## src/rtl/spi_xmit_engine.sv

```systemverilog
// spi_xmit_engine: full-duplex SPI master shift engine, one DATA_W-bit frame per start
// with selectable CPOL/CPHA, bit order and SCLK divider; all pin outputs are registered.
module spi_xmit_engine #(
  parameter int DATA_W    = 8,
  parameter int CLK_DIV   = 4,
  parameter int CPOL      = 0,
  parameter int CPHA      = 0,
  parameter int MSB_FIRST = 1
) (
  input  logic              clk,
  input  logic              rst_n,
  input  logic              start,
  input  logic [DATA_W-1:0] tx_data,
  output logic              busy,
  output logic              done,
  output logic [DATA_W-1:0] rx_data,
  output logic              cs_n,
  output logic              sclk,
  output logic              mosi,
  input  logic              miso
);
  localparam int CW = CLK_DIV > 1 ? $clog2(CLK_DIV) : 1;
  localparam int EW = $clog2(2 * DATA_W);
  localparam bit POL = CPOL != 0;
  localparam bit PHA = CPHA != 0;
  localparam bit MSB = MSB_FIRST != 0;
  typedef enum logic [1:0] {IDLE, LEAD, SHIFT, TRAIL} state_t;
  state_t state, state_d;
  logic [CW-1:0] div_cnt, div_d;
  logic [EW-1:0] edge_cnt, edge_d;
  logic [DATA_W-1:0] tx_sr, tx_d, rx_sr, rxs_d, rx_d, tx_shift, rx_shift;
  logic cs_d, sclk_d, mosi_d, busy_d, done_d, tick, last, tx_head, sr_head, shift_head;
  assign tick       = div_cnt == CW'(CLK_DIV - 1);
  assign last       = edge_cnt == EW'(2 * DATA_W - 1);
  assign tx_head    = MSB ? tx_data[DATA_W-1] : tx_data[0];
  assign sr_head    = MSB ? tx_sr[DATA_W-1] : tx_sr[0];
  assign tx_shift   = MSB ? {tx_sr[DATA_W-2:0], 1'b0} : {1'b0, tx_sr[DATA_W-1:1]};
  assign shift_head = MSB ? tx_shift[DATA_W-1] : tx_shift[0];
  assign rx_shift   = MSB ? {rx_sr[DATA_W-2:0], miso} : {miso, rx_sr[DATA_W-1:1]};
  always_ff @(posedge clk or negedge rst_n)
    if (!rst_n) state <= IDLE;
    else state <= state_d;
  always_comb begin
    state_d = state;
    case (state)
      IDLE:    state_d = start ? LEAD : IDLE;
      LEAD:    state_d = tick ? SHIFT : LEAD;
      SHIFT:   state_d = tick && last ? TRAIL : SHIFT;
      default: state_d = tick ? IDLE : TRAIL;
    endcase
  end
  // edge_cnt[0] == PHA marks the sampling edge; the other edge of each pair drives mosi
  always_comb begin
    cs_d   = cs_n;
    sclk_d = sclk;
    mosi_d = mosi;
    busy_d = busy;
    done_d = 1'b0;
    rx_d   = rx_data;
    tx_d   = tx_sr;
    rxs_d  = rx_sr;
    edge_d = edge_cnt;
    div_d  = '0;
    if (state == IDLE) begin
      if (start) begin
        cs_d   = 1'b0;
        busy_d = 1'b1;
        tx_d   = tx_data;
        rxs_d  = '0;
        edge_d = '0;
        mosi_d = PHA ? mosi : tx_head;
      end
    end else begin
      div_d = tick ? '0 : div_cnt + 1'b1;
      if (state == SHIFT && tick) begin
        sclk_d = ~sclk;
        edge_d = edge_cnt + 1'b1;
        if (edge_cnt[0] == PHA) rxs_d = rx_shift;
        else if (PHA) begin
          mosi_d = sr_head;
          tx_d   = tx_shift;
        end else if (!last) begin
          mosi_d = shift_head;
          tx_d   = tx_shift;
        end
      end
      if (state == TRAIL && tick) begin
        cs_d   = 1'b1;
        busy_d = 1'b0;
        mosi_d = 1'b0;
        done_d = 1'b1;
        rx_d   = rx_sr;
      end
    end
  end
  always_ff @(posedge clk or negedge rst_n)
    if (!rst_n) begin
      cs_n     <= 1'b1;
      sclk     <= POL;
      mosi     <= 1'b0;
      busy     <= 1'b0;
      done     <= 1'b0;
      rx_data  <= '0;
      tx_sr    <= '0;
      rx_sr    <= '0;
      div_cnt  <= '0;
      edge_cnt <= '0;
    end else begin
      cs_n     <= cs_d;
      sclk     <= sclk_d;
      mosi     <= mosi_d;
      busy     <= busy_d;
      done     <= done_d;
      rx_data  <= rx_d;
      tx_sr    <= tx_d;
      rx_sr    <= rxs_d;
      div_cnt  <= div_d;
      edge_cnt <= edge_d;
    end
endmodule
```

## config.mk

```make
export PLATFORM = sky130hd
export DESIGN_NAME = spi_xmit_engine
export DESIGN_NICKNAME = d
export VERILOG_FILES = /design/src/rtl/spi_xmit_engine.sv
export SDC_FILE = /design/constraint.sdc
export NUM_CORES = 1
export LEC_CHECK = 0
export CAP_MARGIN = 5
export CELL_PAD_IN_SITES_DETAIL_PLACEMENT = 0
export CELL_PAD_IN_SITES_GLOBAL_PLACEMENT = 1
export CORE_MARGIN = 2
export CORE_UTILIZATION = 48
export DETAILED_ROUTE_END_ITERATION = 10
export DONT_BUFFER_PORTS = 1
export PLACE_DENSITY_LB_ADDON = 0.1
export SLEW_MARGIN = 20
export SYNTH_ARGS = -nofsm -noshare
export SYNTH_HDL_FRONTEND = slang
export SYNTH_SLANG_ARGS = --single-unit
```

## constraint.sdc

```tcl
create_clock -name clk -period 2.1 [get_ports clk]
set_input_delay 0.42 -clock clk [delete_from_list [all_inputs] [get_ports clk]]
set_output_delay 0.42 -clock clk [all_outputs]
set_load 0.02 [all_outputs]
```

==> reports/results.ini <==
[outcome]
outcome=completed

[hold_path]
hp-start=start
worst_hold_path_type=in2reg

[logic_synthesis]
synth_cell_type_count=28
synth_xor_area_frac=0.0167
synth-async-reset-ratio=1.00
synth_enable_flop_cells=0
synth_top_cells_by_area=sky130_fd_sc_hd__dfrtp_1 (56%), sky130_fd_sc_hd__mux2_2 (13%), sky130_fd_sc_hd__nand2_1 (6.2%)
synth_top_family_by_area=multiplexers
synth_area_per_cell_sq_um=11.8
yosysTopAreaCell=sky130_fd_sc_hd__dfrtp_1
synth_area_sq_um=1580
yosysWarnings=0
seq_area_frac_synth=0.573
yosys.area_share.adder=0.0238
top_reg_cell_synth=sky130_fd_sc_hd__dfrtp_1
synth.net_count=149
most_common_cell_in_the_synthesized_netlist=sky130_fd_sc_hd__dfrtp_1
synth.ff_latch_count=36
synth-compound-area-share=0.0691
netlist.area_leader.share=0.556
postSynthCellCount=134
netlist_top_cells_count=sky130_fd_sc_hd__dfrtp_1 (35), sky130_fd_sc_hd__nand2_1 (26), sky130_fd_sc_hd__mux2_2 (18)
synth.area.mux_share=0.149
synth-simple-area-share=0.129

[timing]
tightestPinTransition_ns=0.344
timing.final.crit_period_ns=1.65
period_share=0.787
setup_viol_count_final=0
clock.fmax_ghz=0.605
rsz_0062_raised_after_global_routing=no
slew_headroom=0.770
final_max_slew_viol_count=0
finalSetupTns_ns=0
fin_worst_skew_ns=0.00577
finalHoldViolCount=0
timing.hold.ws_ns=0.160

[clock_tree]
htree_levels=2
ctsLongestPathBuffers=2
clock_latency_ns=0.33
cts-buffers-inserted=5
numClockSinks=36
clock_slew_at_reported_path_ffs_ns=0.11
tritoncts=yes
cts.root.buffer_cell=sky130_fd_sc_hd__clkbuf_4

[cells_and_area]
finalCoreUtilization=0.548
finalNetCount=156
diode_insertion_count_for_antenna_repair=0
synthToLayoutAreaGrowth_pct=6.99
filler_cell_count=283
post_route_cells_drive_above_1_share=0.239
sequential_cell_area_sq_um=902
multi_input_comb_area_sq_um=611

[power_and_ir_drop]
ir_drop_mv=0.604
power.density_nw_per_um2=1340
cellLeakagePower_nw=0.776

[global_routing]
global_route.overflow_total=0
grt_pass1_vias=954
grt_antenna_before_repair=0
track_usage=0.167
grt_first_pass_wirelength_um=4400
grt_max_degree=37

[route]
drt-vias-per-instance=5.13
wl_per_instance_um=14.0
first_pass_iters=4
drt_iter0_markers=47
detail_route.wirelength_um=2600
antenna_left=0
drt_drc_violations_left=0
vias=955

[die]
die_h_um=61.3
floorplan.rows=20
pin_count=25
die_area_sq_um=3760
floorplan.initialDensity=0.512
die_span_x_um=61.3
fp.coreArea_sq_um=3080

[worst_setup_path]
crit_fanout=5
critical_path.max_stage_delay_ns=0.39
critPathLaunchType=flip-flop
timing_worst_setup_path_type=reg2reg
setup.worst_path.end_class=flip-flop
worstPathArrival_ns=1.88
rr_startpoint=div_cnt[0]$_DFF_PN0_
critical_path.slowest_cell=sky130_fd_sc_hd__dfrtp_1
critical_path_required_ns=2.33
worst_setup_path_startpoint=div_cnt[0]$_DFF_PN0_
worst_path_cell_trace=ha_1 > and3b_1 > nand3_1 > a31oi_1 > mux2_1
reg2reg_slack_ns=0.45

[placed_design]
place.port_buffers=0
place_congestion=0.761
dp.final_hpwl_um=1710

[run]
max-cap-violations=0

## per-stage QoR
| step | total power [mW] | setup slack (ns) | instances | instance area (sq um) |
|---|---|---|---|---|
| after floorplan | 1.80 | 0.589 | 134 | 1580 |
| after global placement | 1.88 | 0.479 | 176 | 1610 |
| after detailed placement | 1.90 | 0.462 | 176 | 1610 |
| after CTS | 2.28 | 0.439 | 186 | 1690 |
| after global routing | 2.44 | 0.350 | 186 | 1690 |
| final | 2.25 | 0.447 | 186 | 1690 |
## timing repair
action / CTS / global route
setup buffers: 0 / 0
hold endpoints to repair: 36 / 0
endpoints found under the setup margin: 0 / 0
resized for setup: 0 / 0
hold buffers: 2 / 0
## state kept, by name, indices dropped and copies added (netlist names), 2 cells and up
name	flops
div_cnt	2
edge_cnt	4
rx_data	8
rx_sr	8
state	2
tx_sr	7
## layout by cell type (no fill, tap or decap), drive strengths merged
cell,count
nor2,6
nand2,26
a21o,2
nand4,1
buf,5
mux2,19
a21oi,4
xor2,3
nand2b,1
a221oi,1
clkbuf,7
dfstp,1
clkinv,1
a22o,1
inv,2
nor3,3
and2,1
dlygate4sd3,1
a31oi,1
mux2i,2
or2,1
nand3,4
ha,3
dfrtp,35
and3b,1
o21ai,10
## per-layer routing
layer | share of wire | track usage | vias to the layer above
li1 | - | - | 472
met2 | 0.42 | 0.229 | 25
met3 | 0.049 | 0.0714 | 5
met5 | 0 | 0 | -
met4 | 0.014 | 0.0652 | 0
met1 | 0.51 | 0.233 | 453
## cell type report
cell class	instances	share of cell area
Sequential cell	36	0.535
Multi-Input combinational cell	90	0.362
Timing Repair Buffer	6	0.0356
Tap cell	44	0.0327
Clock buffer	7	0.0267
Inverter	2	0.00445
Clock inverter	1	0.00297
## critical path: cells and delay by family, from the launching register on
kind / cells / cell delay, ns
compound gates: 1 / 0.21
fa+ha+maj: 1 / 0.22
mux: 1 / 0.33
flops: 1 / 0.39
simple gates: 2 / 0.40
## path summary, 6_finish.rpt
path,depth (start not counted),endpoint
setup / recovery,5,mosi$_DFFE_PN0P_
hold / removal,1,edge_cnt[3]$_DFFE_PN0P_
setup reg to reg,5,mosi$_DFFE_PN0P_
hold reg to reg,1,div_cnt[0]$_DFF_PN0_
max in group asynchronous,2,cs_n$_DFFE_PN1P_
min in group asynchronous,2,rx_data[0]$_DFFE_PN0P_
## kinds of logic after synthesis
kind of cell | after synthesis
and+or+nand+nor | 44
DFF | 36
muxes | 21
AOI/OAI and AO/OA | 19
buffers and inverters | 8
xor gates and xnor gates | 3
adders and majority gates | 3
## where the power goes
group | total [mW] | internal [mW] | switching, mW
sequential | 1.29 | 0.964 | 0.331
combinational | 0.607 | 0.329 | 0.277
clock | 0.352 | 0.131 | 0.222
total | 2.25 | 1.42 | 0.830
(Power assumes the default switching activity.)
